File: src/rtl/pipe_mdu_stall_ctrl_if.sv
// ID/EX hazard and MDU control bundle for the ID-stage interlock controller.
// master = pipeline side driving ID/EX fields; slave = the interlock controller.
interface pipe_mdu_stall_ctrl_if;
   logic        id_valid;
   logic [4:0]  id_rs;
   logic [4:0]  id_rt;
   logic        id_use_rs;
   logic        id_use_rt;
   logic        id_is_mul;
   logic        id_is_div;
   logic        id_rd_hilo;
   logic [4:0]  ern;
   logic        ewreg;
   logic        em2reg;
   logic        wpcir;
   logic        bubble;
   logic        mdu_start;
   logic        mdu_div;
   logic        mdu_busy;
   logic [15:0] stall_cnt;

   modport master (
      output id_valid, id_rs, id_rt, id_use_rs, id_use_rt,
             id_is_mul, id_is_div, id_rd_hilo, ern, ewreg, em2reg,
      input  wpcir, bubble, mdu_start, mdu_div, mdu_busy, stall_cnt
   );

   modport slave (
      input  id_valid, id_rs, id_rt, id_use_rs, id_use_rt,
             id_is_mul, id_is_div, id_rd_hilo, ern, ewreg, em2reg,
      output wpcir, bubble, mdu_start, mdu_div, mdu_busy, stall_cnt
   );
endinterface

File: src/rtl/pipe_mdu_stall_ctrl.sv
// ID-stage interlock: load-use detection against EX plus launch/occupancy
// tracking of a multi-cycle multiply/divide unit that blocks later MDU ops and HI/LO reads.
module pipe_mdu_stall_ctrl #(
   parameter int unsigned MUL_CYCLES = 4,
   parameter int unsigned DIV_CYCLES = 33,
   parameter int unsigned CW         = 6
) (
   input  logic                  clk,
   input  logic                  reset,
   pipe_mdu_stall_ctrl_if.slave  bus
);

   typedef enum logic {RUN, BUSY} state_e;

   state_e          state_q, state_d;
   logic [CW-1:0]   cnt_q, cnt_d;
   logic [15:0]     stall_cnt_q, stall_cnt_d;

   logic load_use;
   logic mdu_op;
   logic hilo_rd;
   logic stall;
   logic start;
   logic div_sel;

   always_comb begin
      load_use = bus.id_valid & bus.ewreg & bus.em2reg & (bus.ern != 5'd0) &
                 ((bus.id_use_rs & (bus.ern == bus.id_rs)) |
                  (bus.id_use_rt & (bus.ern == bus.id_rt)));
      mdu_op   = bus.id_valid & (bus.id_is_mul | bus.id_is_div);
      hilo_rd  = bus.id_valid & bus.id_rd_hilo;
      stall    = load_use | ((state_q == BUSY) & (mdu_op | hilo_rd));
   end

   always_comb begin
      state_d = state_q;
      cnt_d   = cnt_q;
      start   = 1'b0;
      div_sel = 1'b0;
      case (state_q)
         RUN: begin
            // A load-use stall defers the launch; the op is retried while held in ID.
            if (mdu_op && !load_use) begin
               start   = 1'b1;
               div_sel = bus.id_is_div;
               cnt_d   = bus.id_is_div ? CW'(DIV_CYCLES - 1) : CW'(MUL_CYCLES - 1);
               state_d = BUSY;
            end
         end
         BUSY: begin
            if (cnt_q == '0) begin
               state_d = RUN;
            end else begin
               cnt_d = cnt_q - CW'(1);
            end
         end
         default: state_d = RUN;
      endcase

      stall_cnt_d = stall_cnt_q;
      if (stall && (stall_cnt_q != '1)) begin
         stall_cnt_d = stall_cnt_q + 16'd1;
      end
   end

   always_ff @(posedge clk) begin
      if (reset) begin
         state_q     <= RUN;
         cnt_q       <= '0;
         stall_cnt_q <= '0;
      end else begin
         state_q     <= state_d;
         cnt_q       <= cnt_d;
         stall_cnt_q <= stall_cnt_d;
      end
   end

   assign bus.wpcir     = ~stall;
   assign bus.bubble    = stall;
   assign bus.mdu_start = start;
   assign bus.mdu_div   = div_sel;
   assign bus.mdu_busy  = (state_q == BUSY);
   assign bus.stall_cnt = stall_cnt_q;

endmodule
File: src/flat_wrapper.sv
// flat-port wrapper written by rule: the top's interface ports become plain ports
module pipe_mdu_stall_ctrl_flat 
#(
   parameter int unsigned MUL_CYCLES = 4,
   parameter int unsigned DIV_CYCLES = 33,
   parameter int unsigned CW         = 6
)
  (clk, reset, bus_id_valid, bus_id_rs, bus_id_rt, bus_id_use_rs, bus_id_use_rt, bus_id_is_mul, bus_id_is_div, bus_id_rd_hilo, bus_ern, bus_ewreg, bus_em2reg, bus_wpcir, bus_bubble, bus_mdu_start, bus_mdu_div, bus_mdu_busy, bus_stall_cnt);
  pipe_mdu_stall_ctrl_if bus_i ();
  input  logic clk;
  input  logic reset;
  input wire logic [$bits(bus_i.id_valid)-1:0] bus_id_valid;
  input wire logic [$bits(bus_i.id_rs)-1:0] bus_id_rs;
  input wire logic [$bits(bus_i.id_rt)-1:0] bus_id_rt;
  input wire logic [$bits(bus_i.id_use_rs)-1:0] bus_id_use_rs;
  input wire logic [$bits(bus_i.id_use_rt)-1:0] bus_id_use_rt;
  input wire logic [$bits(bus_i.id_is_mul)-1:0] bus_id_is_mul;
  input wire logic [$bits(bus_i.id_is_div)-1:0] bus_id_is_div;
  input wire logic [$bits(bus_i.id_rd_hilo)-1:0] bus_id_rd_hilo;
  input wire logic [$bits(bus_i.ern)-1:0] bus_ern;
  input wire logic [$bits(bus_i.ewreg)-1:0] bus_ewreg;
  input wire logic [$bits(bus_i.em2reg)-1:0] bus_em2reg;
  output wire logic [$bits(bus_i.wpcir)-1:0] bus_wpcir;
  output wire logic [$bits(bus_i.bubble)-1:0] bus_bubble;
  output wire logic [$bits(bus_i.mdu_start)-1:0] bus_mdu_start;
  output wire logic [$bits(bus_i.mdu_div)-1:0] bus_mdu_div;
  output wire logic [$bits(bus_i.mdu_busy)-1:0] bus_mdu_busy;
  output wire logic [$bits(bus_i.stall_cnt)-1:0] bus_stall_cnt;
  assign bus_i.id_valid = bus_id_valid;
  assign bus_i.id_rs = bus_id_rs;
  assign bus_i.id_rt = bus_id_rt;
  assign bus_i.id_use_rs = bus_id_use_rs;
  assign bus_i.id_use_rt = bus_id_use_rt;
  assign bus_i.id_is_mul = bus_id_is_mul;
  assign bus_i.id_is_div = bus_id_is_div;
  assign bus_i.id_rd_hilo = bus_id_rd_hilo;
  assign bus_i.ern = bus_ern;
  assign bus_i.ewreg = bus_ewreg;
  assign bus_i.em2reg = bus_em2reg;
  assign bus_wpcir = bus_i.wpcir;
  assign bus_bubble = bus_i.bubble;
  assign bus_mdu_start = bus_i.mdu_start;
  assign bus_mdu_div = bus_i.mdu_div;
  assign bus_mdu_busy = bus_i.mdu_busy;
  assign bus_stall_cnt = bus_i.stall_cnt;
  pipe_mdu_stall_ctrl #(.MUL_CYCLES(MUL_CYCLES), .DIV_CYCLES(DIV_CYCLES), .CW(CW)) u_core (.clk(clk), .reset(reset), .bus(bus_i));
endmodule
File: config.mk
export PLATFORM = sky130hd
export DESIGN_NAME = pipe_mdu_stall_ctrl_flat
export DESIGN_NICKNAME = d
export VERILOG_FILES = /design/src/rtl/pipe_mdu_stall_ctrl_if.sv /design/src/rtl/pipe_mdu_stall_ctrl.sv /design/src/flat_wrapper.sv
export SDC_FILE = /design/constraint.sdc
export NUM_CORES = 1
export LEC_CHECK = 0
export ABC_AREA = 1
export BUFFER_PORTS_ARGS = -buffer_cell sky130_fd_sc_hd__buf_2
export CAP_MARGIN = 30
export CORE_MARGIN = 2
export CORE_UTILIZATION = 55
export DETAILED_ROUTE_END_ITERATION = 7
export PLACE_DENSITY = 0.83
export REMOVE_ABC_BUFFERS = 1
export SLEW_MARGIN = 10
export SYNTH_ARGS = -nofsm -noshare
export SYNTH_HDL_FRONTEND = slang
export SYNTH_SLANG_ARGS = --single-unit
File: constraint.sdc
create_clock -name clk -period 2.6 [get_ports clk]
set_input_delay 0.26 -clock clk [delete_from_list [all_inputs] [get_ports clk]]
set_output_delay 0.26 -clock clk [all_outputs]
set_load 0.05 [all_outputs]
Yosys cells after proc, flatten, opt, wreduce, memory -nomap -nowiden. Cells that the tools add are included.

Flip-flop bits (word level): 23. Input bits: 25.

Add/subtract/negate cells: 2. Equality and inequality tests: 5. Multiplexer cells: 10. Bitwise operators: 15. Reductions and logical operators: 6.

Operator list (number): $mux 6 (3); $add 16x1->16 const B (1); $ne 16x16->1 const B (1); $pmux 6 s2 (1); $eq 5x5->1 (2); $and 1x1->1 (9); $logic_not 6->1 (1); $sub 6x1->6 const B (1); $mux 1 (5); $reduce_bool 5->1 (1); $or 1x1->1 (4); $logic_and 1x1->1 (2); $ne 2x1->1 const B (1); $ne 2x2->1 const B (1); $not 1->1 (2); $pmux 1 s2 (1); $reduce_and 2->1 (1); $logic_not 1->1 (1).

Depth between registers and ports, before layout. Gate-level depths: netlist (run 1).

Depth after elaboration: 8. Gate-level depth with buffers: 12.

Worst setup path after synthesis (run 1). Ideal clock, no wire load.

Path type: register to register. Start: register u_core.stall_cnt_q[0], in the netlist u_core.bus.stall_cnt[0]. End: register u_core.stall_cnt_q[0], in the netlist u_core.bus.stall_cnt[0]. Arrival time: 1914 ps. Setup slack: 569 ps. Cell stages (with the launch flop): 10. Buffers on the path: 1. Period minus slack after synthesis: 2031 ps. Path through: dfxtp_1 -> ha_1 -> nand3_1 -> inv_2 -> nand2_2 -> nor3_4 -> nand2_4 -> buf_2 -> a21oi_1 -> nor2_1.

Longest elaborated chain between the ends: 2. Elaborated cells on any way between the ends: 3.

Ends and longest elaborated chain: start: declaration (RTL line pipe_mdu_stall_ctrl.sv:17) `logic [15:0] stall_cnt_q, stall_cnt_d;`; start signal: assignment (RTL line pipe_mdu_stall_ctrl.sv:74) `stall_cnt_q <= stall_cnt_d;`; parallel branches: the longest is 2 deep, another holds $add 16x1->16.

Parallel ways; which one is timed is not known. A chain may end at the register's enable or synchronous reset.

Worst setup path after layout (run 1).
Start: register u_core.state_q, in the netlist u_core.bus.mdu_busy. End: output bus_bubble.

Longest elaborated chain between the ends: 2.

Ends and longest elaborated chain: start: declaration (RTL line pipe_mdu_stall_ctrl.sv:15) `state_e state_q, state_d;`; start signal: assignment (RTL line pipe_mdu_stall_ctrl.sv:72) `state_q <= state_d;`; $and 1x1->1 (RTL line pipe_mdu_stall_ctrl.sv:32) `stall = load_use | ((state_q == BUSY) & (mdu_op | hilo_rd));`; $or 1x1->1 (RTL line pipe_mdu_stall_ctrl.sv:32); end: declaration (RTL line flat_wrapper.sv:24) `output wire logic [$bits(bus_i.bubble)-1:0] bus_bubble;`.

Every way passes these cells.

==> impl_metrics.env, run 1 <==
export IMPL_outcome="finished clean"
export IMPL_wl_per_cell_um=10.5
export IMPL_diodes=0
export IMPL_die_area_um2=3320
export IMPL_cp_start_kind="register"
export IMPL_syn_to_final_growth_pct=15.4
export IMPL_cp_max_fo=20
export IMPL_power_mw=0.707
export IMPL_first_iter_violations=61
export IMPL_slowest_stage="dfxtp_1"
export IMPL_htreeDepth=1
export IMPL_tightestPinTransition_ns=0.483
export IMPL_place_area_um2=1800
export IMPL_ys_warn_count=0
export IMPL_peakVddDrop_mv=0.329
export IMPL_hold_path_depth=2
export IMPL_place_hpwl_mm=2.68
export IMPL_timing_final_ws_setup_ns=0.629
export IMPL_pre_cts_ws_ns=0.814
export IMPL_clockBufferDepth=2
export IMPL_netlist_area_um2=1580
export IMPL_overflow=0
export IMPL_p_clk_share_pct=23.3
export IMPL_hold_viol_final=0
export IMPL_period_needed_ns=1.97
export IMPL_setup_tns_ns=0
export IMPL_finalMaxSlewViolations=0
export IMPL_setup_violations_final=0
export IMPL_holdBufCountCts=0
export IMPL_cts_sinks=23
export IMPL_cp_required_ns=2.34
export IMPL_synth_top_cells_by_area="dfxtp_1 29%, nand2_1 18%, nand3_1 8.9%, a21oi_1 7.6%, nor2_1 7.6%"
export IMPL_fin_nets=328
export IMPL_path_class="register to output pin"
export IMPL_portBuffers=45
export IMPL_vias_per_cell=5.06
export IMPL_grt_first_pass_wirelength_mm=5.88
export IMPL_rsz0062_at_grt="no"
export IMPL_critPathCaptureType="output pin"
export IMPL_grt_pass1_vias=1417
export IMPL_grt_max_degree=21
export IMPL_leakage_nw=0.912
export IMPL_core_region_area_um2=2730
export IMPL_gp_congestion=0.867
export IMPL_timing_slew_headroom_pct=67.5
export IMPL_fin_skew_ns=0.0102
export IMPL_hp_class="primary input to register"
export IMPL_final_cell_area_um2=1830
export IMPL_grt_usage_pct=22.3
export IMPL_avgSynthCellArea_um2=6.13
export IMPL_ant_nets=0
export IMPL_start_util_pct=57.8
export IMPL_synth_most_common_cell="nand2_1"
export IMPL_crit_chain="o311ai_0, nand2_2, buf_2"
export IMPL_drive_gt1_share_pct=20.0
export IMPL_yosysSeqAreaShare_pct=29.1
export IMPL_synth_flop_cell="dfxtp_1"
export IMPL_yosys_area_top_type="dfxtp_1"
export IMPL_p_seq_share_pct=53.2
export IMPL_cpPeakStageDelay_ns=0.50
export IMPL_clockRootBuffer="clkbuf_4"
export IMPL_die_y_um=57.6
export IMPL_drt_wl_total_mm=3.48
export IMPL_synth_distinct_cells=25
export IMPL_power_share_switching_pct=31.8
export IMPL_cts_resized=0
export IMPL_io_pins=46
export IMPL_fin_crit_sh_pct=75.8
export IMPL_path_clk_slew_ns=0.13
export IMPL_first_pass_iters=4
export IMPL_max_freq_mhz=507
export IMPL_r2r_cells=9
export IMPL_p_sw_mw=0.225
export IMPL_maxCapViolations=0
export IMPL_drc=0
export IMPL_p_comb_share_pct=23.5
export IMPL_die_x_um=57.6
export IMPL_p_per_area_nw_per_um2=388
export IMPL_syn_inst=258
export IMPL_async_flop_share_pct=0
export IMPL_synth_edf_count=0
export IMPL_postCtsSetupRepairBufs=0
export IMPL_antenna_found_initial=0
export IMPL_cp_arrival_ns=1.71
export IMPL_yosys_top_cells_count="76 x nand2_1, 32 x nor2_1, 28 x nand3_1"
export IMPL_synth_top_area_share_pct=29.1
export IMPL_rows=19
export IMPL_tritoncts="yes"
export IMPL_vias=1674
export IMPL_ys_seq_elements=23
export IMPL_clk_latency_ns=0.31
export IMPL_cts_buffers=3
export IMPL_power_internal_mw=0.483
[power groups by stage]
stage	Clock, mW	Combinational (mW)	Sequential (mW)
floorplan	0	0.108	0.392
global placement	0	0.164	0.384
detailed placement	0	0.167	0.385
CTS	0.170	0.167	0.377
global route	0.188	0.190	0.379
finish	0.164	0.166	0.376
[state kept, by name, indices dropped and copies added, names as in the netlist]
register              count
u_core.bus.mdu_busy       1
u_core.bus.stall_cnt     16
u_core.cnt_q              6
[routing by layer]
metal	wire length [um]	vias up	GRT usage (%)
met4	26	0	7.97
met3	230	4	3.57
li1	-	905	-
met5	0	-	0
met2	1580	49	36.4
met1	1640	716	30.0
[kinds of logic (layout without fill, tap and decap cells)]
logic type	after synthesis	in the layout	synth area share (%)
AND/OR/NAND/NOR	153	153	42.2
buffers and inverters	38	80	10.3
flip-flops	23	23	29.1
adder cells (fa/ha/maj)	2	2	1.58
AO/OA/AOI/OAI	29	29	9.57
XOR/XNOR	13	13	7.20
[cells in the final DEF (no fill, tap or decap), types with 2 or more instances in the layout]
cell type  instances
or2_2              2
nand2_2            2
nand4_1            5
nand3_1           28
ha_1               2
xor2_1             9
nand2_1           76
o21ai_0            2
inv_1             26
xnor2_1            4
a21oi_1           24
nor3_1             4
buf_2             45
inv_2              5
dfxtp_1           23
nor2_1            32
nand2_4            2
clkbuf_4           3
[final cells by class]
type                    count  area [um^2]
inverters                  31          116
multi-input cells         197          958
flip-flops and latches     23          460
fillers                   263          908
well taps                  31         38.8
clock buffers               4         26.3
repair buffers             45          225
[path summary, 6_finish.rpt]
| check | start | to | slack [ns] |
|---|---|---|---|
| setup / recovery | u_core.bus.mdu_busy | bus_bubble | 0.63 |
| hold reg to reg | u_core.cnt_q[2] | u_core.cnt_q[2] | 0.50 |
| setup reg to reg | u_core.bus.stall_cnt[0] | u_core.bus.stall_cnt[14] | 0.78 |
| hold / removal | reset | u_core.bus.stall_cnt[3] | 0.34 |
[critical path: cells and delay by family, from the launching register on]
kind | cells | cell delay, ns
flops | 1 | 0.50
buf+inv | 1 | 0.34
simple gates | 1 | 0.36
compound gates | 1 | 0.21
[stage by stage]
stage,hold WS (ns),instances,util [%]
finish,0.336,331,66.8
global route,0.331,331,66.8
CTS,0.328,331,66.8
detailed placement,0.479,327,65.8
global placement,0.468,327,65.8
floorplan,0.329,251,-
No activity file was read; power rests on OpenSTA's default activity.
==> run 2: changes to the inputs <==
Settings changed: CORE_UTILIZATION 55 to 46, PLACE_DENSITY 0.83 to 0.74.
Clock period 2.6 ns to 1.75 ns, I/O delays scaled along.
==> impl_metrics.env, run 2 (synthesis gave the netlist of run 1 again) <==
export IMPL_outcome="finished clean"
export IMPL_start_util_pct=47.8
export IMPL_path_clk_slew_ns=0.13
export IMPL_leakage_nw=0.980
export IMPL_holdBufCountCts=0
export IMPL_finalMaxSlewViolations=0
export IMPL_rows=21
export IMPL_critPathCaptureType="register"
export IMPL_grt_max_degree=20
export IMPL_slowest_stage="dfxtp_1"
export IMPL_fin_crit_sh_pct=94.8
export IMPL_setup_violations_final=0
export IMPL_final_cell_area_um2=2020
export IMPL_cp_start_kind="register"
export IMPL_cts_buffers=3
export IMPL_clockBufferDepth=2
export IMPL_vias_per_cell=4.96
export IMPL_drc=0
export IMPL_hold_viol_final=0
export IMPL_syn_to_final_growth_pct=27.6
export IMPL_wl_per_cell_um=10.9
export IMPL_fin_util_pct=61.0
export IMPL_first_iter_violations=74
export IMPL_htreeDepth=1
export IMPL_place_hpwl_mm=2.73
export IMPL_grt_usage_pct=19.1
export IMPL_p_per_area_nw_per_um2=540
export IMPL_cp_arrival_ns=1.87
export IMPL_gp_congestion=0.845
export IMPL_p_clk_share_pct=23.8
export IMPL_antenna_found_initial=0
export IMPL_max_freq_mhz=603
export IMPL_p_seq_share_pct=51.3
export IMPL_grt_pass1_vias=1430
export IMPL_timing_slew_headroom_pct=65.5
export IMPL_p_sw_mw=0.359
export IMPL_timing_final_ws_setup_ns=0.0911
export IMPL_vias=1792
export IMPL_drive_gt1_share_pct=26.7
export IMPL_p_comb_share_pct=25.0
export IMPL_power_share_switching_pct=33.0
export IMPL_power_internal_mw=0.730
export IMPL_overflow=0
export IMPL_wl_met3_um=253
export IMPL_clockRootBuffer="clkbuf_4"
export IMPL_first_pass_iters=4
export IMPL_io_pins=46
export IMPL_largest_reg_flops=16
export IMPL_final_cell_mix="75 x nand2_1, 43 x buf_2, 31 x nor2_1, 27 x nand3_1, 26 x inv_1"
export IMPL_highest_layer="met4"
export IMPL_die_area_um2=3920
export IMPL_cp_max_fo=6
export IMPL_final_common_cell="nand2_1"
export IMPL_setup_tns_ns=0
export IMPL_tightestPinTransition_ns=0.513
export IMPL_tritoncts="yes"
export IMPL_die_y_um=62.6
export IMPL_wl_met1_mm=1.84
export IMPL_core_region_area_um2=3310
export IMPL_cpPeakStageDelay_ns=0.39
export IMPL_crit_chain="nand2_1, nor2_2, nand2_2, nor3_4, nand2_4, buf_4, nand3_1, a21oi_1"
export IMPL_diodes=0
export IMPL_drt_wl_total_mm=3.95
export IMPL_ant_nets=0
export IMPL_cts_sinks=23
export IMPL_period_needed_ns=1.66
export IMPL_grt_first_pass_wirelength_mm=6.11
export IMPL_die_x_um=62.6
export IMPL_hp_class="primary input to register"
export IMPL_portBuffers=45
export IMPL_fill_cells=347
export IMPL_fin_nets=343
export IMPL_pre_cts_ws_ns=0.0823
export IMPL_fin_skew_ns=0.00741
export IMPL_maxCapViolations=0
export IMPL_cp_required_ns=1.96
export IMPL_peakVddDrop_mv=0.446
export IMPL_path_class="register to register"
export IMPL_place_area_um2=1880
export IMPL_clk_latency_ns=0.32
export IMPL_route_met2_wl_mm=1.81
run 2: cell types whose count changed in the layout (fill, tap and decap cells not counted), moves of 2 or more:
cell / before / now
nand2_2: 2 / 5
dfxtp_2: 0 / 2
buf_4: 0 / 13
dfxtp_1: 23 / 21
buf_2: 45 / 43
run 2: power by group through the flow:
| stage | sequential [mW] | clock (mW) | combinational, mW |
|---|---|---|---|
| floorplan | 0.582 | 0 | 0.161 |
| global placement | 0.569 | 0 | 0.254 |
| detailed placement | 0.568 | 0 | 0.256 |
| CTS | 0.557 | 0.255 | 0.260 |
| global route | 0.563 | 0.284 | 0.311 |
| finish | 0.559 | 0.259 | 0.272 |
run 2: worst paths after layout:
check	cells after the start	startpoint	slack, ns	to
worst max-delay path	8	u_core.bus.stall_cnt[5]	0.09	u_core.bus.stall_cnt[4]
worst min-delay path	2	reset	0.24	u_core.bus.stall_cnt[8]
worst max register to register	8	u_core.bus.stall_cnt[5]	0.09	u_core.bus.stall_cnt[4]
worst min register to register	2	u_core.bus.stall_cnt[14]	0.49	u_core.bus.stall_cnt[14]
run 2: timing repair:
item                                    CTS  global route
gates resized for setup                   1            13
cloned                                    0             3
endpoints found under the setup margin    2            18
pin swaps                                 1             2
endpoints found under the hold margin     0             0
setup buffers                             1             3
run 2: through the flow:
step / std cells / power, mW / hold WS [ns]
final: 361 / 1.09 / 0.240
after global placement: 350 / 0.822 / 0.462
after floorplan: 251 / 0.742 / 0.244
after detailed placement: 350 / 0.824 / 0.475
after global routing: 361 / 1.16 / 0.251
after CTS: 355 / 1.07 / 0.249
run 2: critical path: cells and delay by family (launching register included):
family	cells	cell delay, ns
AND/OR/NAND/NOR	6	0.92
flip-flops	1	0.39
buffers and inverters	1	0.17
AO/OA/AOI/OAI	1	0.06
run 2: layer usage:
| layer | global-route usage, % | vias to the layer above |
|---|---|---|
| met2 | 30.4 | 52 |
| met4 | 8.33 | 0 |
| li1 | - | 933 |
| met3 | 3.42 | 4 |
| met5 | 0 | - |
| met1 | 25.3 | 803 |
run 2: cell type report:
cell class / instances / area, um^2 / share of cell area [%]
Clock buffer: 4 / 26.3 / 1.30
Multi-Input combinational cell: 200 / 1030 / 51.3
Sequential cell: 23 / 463 / 22.9
Timing Repair Buffer: 57 / 320 / 15.9
Inverter: 31 / 116 / 5.77
Tap cell: 46 / 57.6 / 2.85
==> run 3: changes to the inputs <==
Settings changed: SETUP_SLACK_MARGIN from default to 0.5.
==> impl_metrics.env, run 3 (synthesis gave the netlist of run 1 again) <==
export IMPL_outcome="finished clean"
export IMPL_grt_busiest_layer="met2"
export IMPL_cp_arrival_ns=1.80
export IMPL_drive_gt1_share_pct=44.7
export IMPL_die_y_um=62.6
export IMPL_crit_chain="nand2_1, nor3_4, nand2_4, nand2_8, nand2_1, a21oi_1"
export IMPL_p_comb_share_pct=35.0
export IMPL_power_share_switching_pct=33.9
export IMPL_met1_usage_pct=29.2
export IMPL_timing_slew_headroom_pct=71.5
export IMPL_tritoncts="yes"
export IMPL_grt_usage_pct=22.6
export IMPL_critPathTopFamily="simple AND/OR/NAND/NOR gates"
export IMPL_grt_max_degree=20
export IMPL_place_area_um2=1880
export IMPL_clockRootBuffer="clkbuf_4"
export IMPL_clockBufferDepth=2
export IMPL_path_buf_inv=0
export IMPL_hp_class="primary input to register"
export IMPL_rsz0062_at_grt="yes"
export IMPL_p_sw_mw=0.427
export IMPL_setup_tns_ns=0
export IMPL_antenna_found_initial=0
export IMPL_fin_crit_sh_pct=88.7
export IMPL_reg2reg_slack_ns=0.20
export IMPL_cts_buffers=3
export IMPL_fin_skew_ns=0.00272
export IMPL_fin_util_pct=75.5
export IMPL_path_class="register to register"
export IMPL_vias_per_cell=5.33
export IMPL_clk_latency_ns=0.31
export IMPL_worst_hold_slack_ns=0.270
export IMPL_io_pins=46
export IMPL_cp_start_kind="register"
export IMPL_cp_required_ns=2.00
export IMPL_hold_viol_final=0
export IMPL_leakage_nw=1.21
export IMPL_final_cell_area_um2=2500
export IMPL_holdBufCountCts=0
export IMPL_final_common_cell="nand2_1"
export IMPL_cpPeakStageDelay_ns=0.46
export IMPL_wl_per_cell_um=13.8
export IMPL_grt_first_pass_wirelength_mm=7.26
export IMPL_peakVddDrop_mv=0.508
export IMPL_ant_nets=0
export IMPL_period_needed_ns=1.55
export IMPL_critPathCaptureType="register"
export IMPL_cp_max_fo=8
export IMPL_diodes=0
export IMPL_max_freq_mhz=644
export IMPL_first_iter_violations=121
export IMPL_setup_violations_final=0
export IMPL_place_hpwl_mm=2.73
export IMPL_overflow=0
export IMPL_syn_to_final_growth_pct=58.1
export IMPL_htreeDepth=1
export IMPL_portBuffers=45
export IMPL_tightestPinTransition_ns=0.428
export IMPL_grt_met2_usage_pct=36.4
export IMPL_drt_wl_total_mm=5.21
export IMPL_cts_sinks=23
export IMPL_die_x_um=62.6
export IMPL_largest_reg_flops=16
export IMPL_gp_congestion=0.845
export IMPL_p_clk_share_pct=20.2
export IMPL_crit_start="u_core.bus.stall_cnt[13]"
export IMPL_power_mw=1.26
export IMPL_p_per_area_nw_per_um2=503
export IMPL_core_region_area_um2=3310
export IMPL_p_seq_share_pct=44.8
export IMPL_first_pass_iters=5
export IMPL_grt_util_met3_pct=3.42
export IMPL_drc=0
export IMPL_grt_pass1_vias=1679
export IMPL_crit_top_cell="nand2_1"
export IMPL_power_internal_mw=0.831
export IMPL_path_clk_slew_ns=0.13
export IMPL_worstReg2RegStart="u_core.bus.stall_cnt[13]"
export IMPL_vias=2009
export IMPL_finalMaxSlewViolations=0
export IMPL_start_util_pct=47.8
export IMPL_rows=21
export IMPL_die_area_um2=3920
export IMPL_fin_nets=359
export IMPL_maxCapViolations=0
export IMPL_final_cell_mix="63 x nand2_1, 29 x buf_2, 27 x buf_4, 25 x nor2_1, 21 x inv_1"
export IMPL_slowest_stage="dfxtp_1"
export IMPL_hp_start="reset"
==> run 3: path summary, 6_finish.rpt <==
| kind | endpoint | cells past startpoint |
|---|---|---|
| setup / recovery | u_core.bus.stall_cnt[3] | 6 |
| hold / removal | u_core.bus.stall_cnt[15] | 2 |
| setup reg to reg | u_core.bus.stall_cnt[3] | 6 |
| hold reg to reg | u_core.bus.stall_cnt[14] | 2 |
==> run 3: stage by stage <==
step / std cells / setup WS [ns]
global route: 377 / 0.132
floorplan: 251 / -0.240
finish: 377 / 0.198
detailed placement: 350 / 0.0823
CTS: 369 / 0.229
global placement: 350 / 0.147
==> run 3: repair_timing <==
| item | in CTS | in global routing |
|---|---|---|
| gates cloned | 3 | 0 |
| pin swaps | 19 | 18 |
| buffers inserted | 12 | 8 |
| setup endpoints to repair | 31 | 38 |
| resized for setup | 62 | 62 |
| hold endpoints to repair | 0 | 0 |
==> run 3: power groups by stage <==
stage | Sequential (mW) | Clock [mW] | Combinational (mW)
3_3_place_gp | 0.569 | 0 | 0.254
4_1_cts | 0.559 | 0.255 | 0.358
3_5_place_dp | 0.568 | 0 | 0.256
6_report | 0.563 | 0.254 | 0.441
2_1_floorplan | 0.582 | 0 | 0.161
5_1_grt | 0.566 | 0.294 | 0.477
==> run 3: final cells by class <==
type	count	area, um^2
Inverter	31	119
Tap cell	46	57.6
Multi-Input combinational cell	200	1280
Clock buffer	4	26.3
Fill cell	235	810
Sequential cell	23	480
Timing Repair Buffer	73	539
==> run 3: routing by layer <==
layer	vias up	wire, um
li1	972	-
met1	923	2160
met2	104	2550
met3	10	382
met4	0	116
met5	-	0
